File: config.mk
export PLATFORM = sky130hd
export DESIGN_NAME = dmem_responder_flat
export DESIGN_NICKNAME = d
export VERILOG_FILES = /design/src/rtl/dmem_responder_if.sv /design/src/rtl/dmem_responder.sv /design/src/flat_wrapper.sv
export SDC_FILE = /design/constraint.sdc
export NUM_CORES = 2
export LEC_CHECK = 0
export BUFFER_PORTS_ARGS = -buffer_cell sky130_fd_sc_hd__buf_2
export CAP_MARGIN = 15
export CORE_UTILIZATION = 30
export CTS_CLUSTER_DIAMETER = 60
export CTS_CLUSTER_SIZE = 10
export DETAILED_ROUTE_END_ITERATION = 12
export HOLD_SLACK_MARGIN = 0.02
export PLACE_DENSITY = 0.54
export SYNTH_ARGS = -nofsm -noshare
export SYNTH_HDL_FRONTEND = slang
export SYNTH_SLANG_ARGS = --single-unit
File: constraint.sdc
create_clock -name clk -period 3.4 [get_ports clk]
set_input_delay 0.51 -clock clk [delete_from_list [all_inputs] [get_ports clk]]
set_output_delay 0.51 -clock clk [all_outputs]
set_load 0.1 [all_outputs]
File: src/rtl/dmem_responder_if.sv
// Data-memory request/response bus between the core (master) and a
// handshaked memory responder (slave).
interface dmem_responder_if;
  logic        req_valid;
  logic        req_ready;
  logic        req_write;
  logic [15:0] req_addr;
  logic [31:0] req_wdata;
  logic [3:0]  req_wstrb;
  logic        rsp_valid;
  logic        rsp_ready;
  logic [31:0] rsp_rdata;
  logic        rsp_err;

  modport master (
    output req_valid, req_write, req_addr, req_wdata, req_wstrb, rsp_ready,
    input  req_ready, rsp_valid, rsp_rdata, rsp_err
  );

  modport slave (
    input  req_valid, req_write, req_addr, req_wdata, req_wstrb, rsp_ready,
    output req_ready, rsp_valid, rsp_rdata, rsp_err
  );
endinterface

File: src/rtl/dmem_responder.sv
// Handshaked data-memory responder: accepts one word load/store at a time,
// waits LATENCY cycles, performs the access on internal storage and returns
// the result over a valid/ready response channel.
module dmem_responder #(
  parameter int unsigned DEPTH_WORDS = 64,
  parameter int unsigned LATENCY     = 2
) (
  input  logic           clk,
  input  logic           reset,
  dmem_responder_if.slave bus
);

  localparam int unsigned AW = $clog2(DEPTH_WORDS);

  typedef enum logic [1:0] {
    IDLE,
    WAIT,
    RESP
  } state_t;

  state_t      state;
  logic [3:0]  cnt;
  logic        cap_write;
  logic [15:0] cap_addr;
  logic [31:0] cap_wdata;
  logic [3:0]  cap_wstrb;

  logic [31:0] mem [DEPTH_WORDS];

  logic [AW-1:0] idx;
  logic          misaligned;
  logic          out_of_range;
  logic          bad;
  logic          access;
  logic          mem_we;

  // Decode the captured address and flag the access edge.
  always_comb begin
    idx          = cap_addr[AW+1:2];
    misaligned   = |cap_addr[1:0];
    out_of_range = ({16'd0, cap_addr} >= 32'(4 * DEPTH_WORDS));
    bad          = misaligned | out_of_range;
    access       = (state == WAIT) && (cnt == '0);
    mem_we       = access && cap_write && !bad;
  end

  // Request/response FSM with registered handshake and response outputs.
  always_ff @(posedge clk or negedge reset) begin
    if (!reset) begin
      state         <= IDLE;
      cnt           <= '0;
      cap_write     <= 1'b0;
      cap_addr      <= '0;
      cap_wdata     <= '0;
      cap_wstrb     <= '0;
      bus.req_ready <= 1'b1;
      bus.rsp_valid <= 1'b0;
      bus.rsp_rdata <= '0;
      bus.rsp_err   <= 1'b0;
    end else begin
      case (state)
        IDLE: begin
          if (bus.req_valid) begin
            cap_write     <= bus.req_write;
            cap_addr      <= bus.req_addr;
            cap_wdata     <= bus.req_wdata;
            cap_wstrb     <= bus.req_wstrb;
            cnt           <= 4'(LATENCY);
            bus.req_ready <= 1'b0;
            state         <= WAIT;
          end
        end
        WAIT: begin
          if (cnt != '0) begin
            cnt <= cnt - 4'd1;
          end else begin
            bus.rsp_valid <= 1'b1;
            bus.rsp_err   <= bad;
            bus.rsp_rdata <= (bad || cap_write) ? '0 : mem[idx];
            state         <= RESP;
          end
        end
        RESP: begin
          if (bus.rsp_ready) begin
            bus.rsp_valid <= 1'b0;
            bus.rsp_rdata <= '0;
            bus.rsp_err   <= 1'b0;
            bus.req_ready <= 1'b1;
            state         <= IDLE;
          end
        end
        default: begin
          state         <= IDLE;
          bus.req_ready <= 1'b1;
          bus.rsp_valid <= 1'b0;
        end
      endcase
    end
  end

  // Byte-masked store into storage; gated by the registered state, so an
  // asserted reset (which forces IDLE) can never let a pending store commit.
  always_ff @(posedge clk) begin
    if (mem_we) begin
      if (cap_wstrb[0]) mem[idx][7:0]   <= cap_wdata[7:0];
      if (cap_wstrb[1]) mem[idx][15:8]  <= cap_wdata[15:8];
      if (cap_wstrb[2]) mem[idx][23:16] <= cap_wdata[23:16];
      if (cap_wstrb[3]) mem[idx][31:24] <= cap_wdata[31:24];
    end
  end

endmodule

File: src/flat_wrapper.sv
// flat-port wrapper written by rule: the top's interface ports become plain ports
module dmem_responder_flat 
#(
  parameter int unsigned DEPTH_WORDS = 64,
  parameter int unsigned LATENCY     = 2
)
  (clk, reset, bus_req_valid, bus_req_write, bus_req_addr, bus_req_wdata, bus_req_wstrb, bus_rsp_ready, bus_req_ready, bus_rsp_valid, bus_rsp_rdata, bus_rsp_err);
  dmem_responder_if bus_i ();
  input  logic clk;
  input  logic reset;
  input wire logic [$bits(bus_i.req_valid)-1:0] bus_req_valid;
  input wire logic [$bits(bus_i.req_write)-1:0] bus_req_write;
  input wire logic [$bits(bus_i.req_addr)-1:0] bus_req_addr;
  input wire logic [$bits(bus_i.req_wdata)-1:0] bus_req_wdata;
  input wire logic [$bits(bus_i.req_wstrb)-1:0] bus_req_wstrb;
  input wire logic [$bits(bus_i.rsp_ready)-1:0] bus_rsp_ready;
  output wire logic [$bits(bus_i.req_ready)-1:0] bus_req_ready;
  output wire logic [$bits(bus_i.rsp_valid)-1:0] bus_rsp_valid;
  output wire logic [$bits(bus_i.rsp_rdata)-1:0] bus_rsp_rdata;
  output wire logic [$bits(bus_i.rsp_err)-1:0] bus_rsp_err;
  assign bus_i.req_valid = bus_req_valid;
  assign bus_i.req_write = bus_req_write;
  assign bus_i.req_addr = bus_req_addr;
  assign bus_i.req_wdata = bus_req_wdata;
  assign bus_i.req_wstrb = bus_req_wstrb;
  assign bus_i.rsp_ready = bus_rsp_ready;
  assign bus_req_ready = bus_i.req_ready;
  assign bus_rsp_valid = bus_i.rsp_valid;
  assign bus_rsp_rdata = bus_i.rsp_rdata;
  assign bus_rsp_err = bus_i.rsp_err;
  dmem_responder #(.DEPTH_WORDS(DEPTH_WORDS), .LATENCY(LATENCY)) u_core (.clk(clk), .reset(reset), .bus(bus_i));
endmodule
==> impl_metrics.ini <==
[outcome]
outcome = finished with violations
violations = setup timing

[pwr]
sequentialPowerShare = 0.427
p_leak_nw = 31.4
powerDensity_nw_per_um2 = 865
comb_power_share = 0.295
p_int_mw = 54.6
switchingPower_mw = 30.7
vdd_drop_max_uv = 1030
power_mw = 85.3
switching_share = 0.360
p_clk_frac = 0.278

[cells_and_area]
drive_above_1_share = 0.230
nNetsFinal = 5311
syn_to_final_growth_pct = 18.3
n_fill_cell = 25900

[placed_design]
gp_congestion = 0.889
dpl.hpwl_mm = 188
portBuffers = 91

[synthesis]
synth-edff-count = 2048
async_reset_ff_frac = 0.0439
ys_seq_area_frac = 0.766
synthTopCellsByCount = 2048 x edfxtp_1, 350 x nor2_1, 274 x o22ai_1
syn_nets = 4762
yosysUniqueCellTypes = 81
synth_most_common_cell = edfxtp_1
yosysTopAreaCellShare = 0.738
ys_seq_elements = 2142
synth_area_leaders = edfxtp_1 74%, mux4_2 3.8%, dfrtp_1 2.8%, mux2i_1 2.6%, mux2_2 2.5%
yosys.area.top_type = edfxtp_1
syn_avg_cell_area_um2 = 17.7
synthFlopType = edfxtp_1
ys_warn_count = 0
syn_area_um2 = 83400
syn_inst = 4704

[setup_path]
reg2reg_depth = 6
worstPathCellList = or2_4 > buf_4 > nor2_1 > nand2_1 > nor2_1 > buf_4
cp.arrival_ns = 4.12
cp-start-kind = flip-flop
r2r_end = u_core.mem[52][14]
path_max_fanout = 20
crit_end = u_core.mem[52][14]
r2r_setup_slack_ns = -0.15
r2r_start = u_core.cap_addr[3]
crit_path_max_incr_delay_ns = 0.72
cp-startpoint = u_core.cap_addr[3]
cp-end-kind = flip-flop
cp_data_required_time_ns = 3.97
critical_path_class = reg -> reg
worst_path_max_delay_cell = nand2_1

[sta]
setup_viol = 37
clock_skew_ns = 0.0618
period_share = 1.04
rsz0062_at_grt = true
maxSlewHeadroom = 0.168
layout_min_cycle_time_ns = 3.55
slew_violations = 0
tightest_slew_ns = 1.25
finalHoldViolCount = 0
fmax_mhz = 282
whs_ns = 0.176
fin_ws_ns = -0.148

[detailed_routing]
initialDrtViolationCount = 7604
drc_errors = 0
drt_wl_total_mm = 297
firstDrtPassIters = 6
num_vias = 50400
ant_nets = 0
drt-vias-per-instance = 5.49
avgRoutedWirePerCell_um = 32.3

[die]
die_y_um = 529
rows = 193
start_util = 0.302
die_w_um = 529
core_area_um2 = 276000
ioPinCount = 92
die_area_um2 = 280000

[global_routing]
grt_usage = 0.207
grt-ovfl-total = 0
antenna_found_initial = 20
grt_pass1_wl_mm = 403
grt_pass1_vias = 48800
grt_max_degree = 75

[clock_tree]
clk_pin_slew_worst_paths_ns = 0.06
cts_max_level = 4
clock_sinks = 2142
cts_tree = built
cts-root-buf = clkbuf_16
clockBufferDepth = 3
numCtsBuffers = 237
clkLatencyLatePin_ns = 0.90

[hold_path]
hold_class = in -> reg

[run]
maxCapViolCount = 0
-- cells in the final DEF, fill, tap and decap left out, drive strengths merged, types with 9 or more instances in the layout --
cell type,count
a2111oi,10
mux4,155
a31oi,10
a2bb2oi,11
clkbuf,424
a211oi,50
nand3,19
nand2,211
mux2,187
o31ai,20
nor4,11
dlygate4sd3,53
a221oi,29
a222oi,15
nor2,350
o22ai,274
dfrtp,93
inv,19
buf,579
nor3,26
nand2b,14
o21ai,121
a21oi,127
a22o,13
edfxtp,2048
a22oi,58
nor2b,28
clkinv,9
o22a,19
mux2i,218
a32o,13
diode,19
o221ai,140
-- critical path, delay by kind of cell (launching register included) --
family | cells | cell delay (ns)
buffers and inverters | 2 | 0.54
DFF | 1 | 0.64
and+or+nand+nor | 4 | 2.02
-- final cells by class --
class                      instances  area [um^2]  area share
inverter                          13         56.3    0.000571
antenna                           19         47.5    0.000482
sequential                      2142        63900       0.648
clock buffer                     424         6740      0.0683
timing repair buffer             632         5310      0.0538
tap                             3705         4640      0.0470
clock inverter                    19          285     0.00289
multi-input combinational       2227        17700       0.179
-- power groups by stage --
stage / sequential, mW / combinational, mW / clock, mW
final: 36.5 / 25.2 / 23.7
after global routing: 36.6 / 25.8 / 24.9
after CTS: 36.8 / 24.4 / 24.0
after detailed placement: 37.3 / 24.2 / 0
after global placement: 37.2 / 24.0 / 0
after floorplan: 36.3 / 12.9 / 0
-- worst min-delay path by stage --
stage | startpoint | to | slack [ns] | depth (start not counted)
global placement | u_core.bus.rsp_rdata[9] | u_core.bus.rsp_rdata[9] | 0.46 | 2
detailed placement | u_core.bus.rsp_rdata[9] | u_core.bus.rsp_rdata[9] | 0.47 | 2
CTS | bus_req_addr[3] | u_core.cap_addr[3] | 0.14 | 3
finish | bus_req_addr[3] | u_core.cap_addr[3] | 0.18 | 3
global route | bus_req_addr[3] | u_core.cap_addr[3] | 0.13 | 3
floorplan | reset | u_core.bus.rsp_err | 0.21 | 0
-- timing repair --
action / in CTS / in global routing
endpoints found under the setup margin: 22 / 45
setup buffers: 0 / 0
gates cloned: 0 / 0
endpoints found under the hold margin: 112 / 0
hold buffers: 53 / 0
gates resized for setup: 2 / 2
-- stage by stage --
step	util	instance area, um^2	instances	setup TNS (ns)	setup slack [ns]
2_1_floorplan	-	83400	4704	0	0.759
3_3_place_gp	0.329	90900	8661	0	0.00635
6_report	0.357	98600	9181	-1.60	-0.148
3_5_place_dp	0.329	90900	8662	-0.314	-0.0298
5_1_grt	0.357	98600	9167	-0.834	-0.0521
4_1_cts	0.356	98500	9158	0	0.0363
-- state kept, by name, summed over array words and instances, names as in the netlist --
signal	cells
u_core.state	2
u_core.cap_wdata	32
u_core.cap_addr	16
u_core.mem	2048
u_core.cnt	4
u_core.cap_write	1
u_core.bus.rsp_err	1
u_core.bus.req_ready	1
u_core.bus.rsp_valid	1
u_core.bus.rsp_rdata	32
u_core.cap_wstrb	4
-- logic make-up after synthesis --
family          count (synthesis)  share of synthesized area
simple gates                  706                     0.0362
mux                           560                     0.0939
fa+ha+maj                       1                   0.000150
buf+inv                       335                     0.0239
flops                        2142                      0.766
compound gates                958                     0.0797
xor+xnor                        2                   0.000210
-- layer usage --
layer  GRT usage  part of all wire
met1       0.277              0.40
met2       0.321              0.46
met3      0.0463             0.097
met4      0.0938             0.047
met5     0.00173           0.00019
No activity file was read; power rests on OpenSTA's default activity.
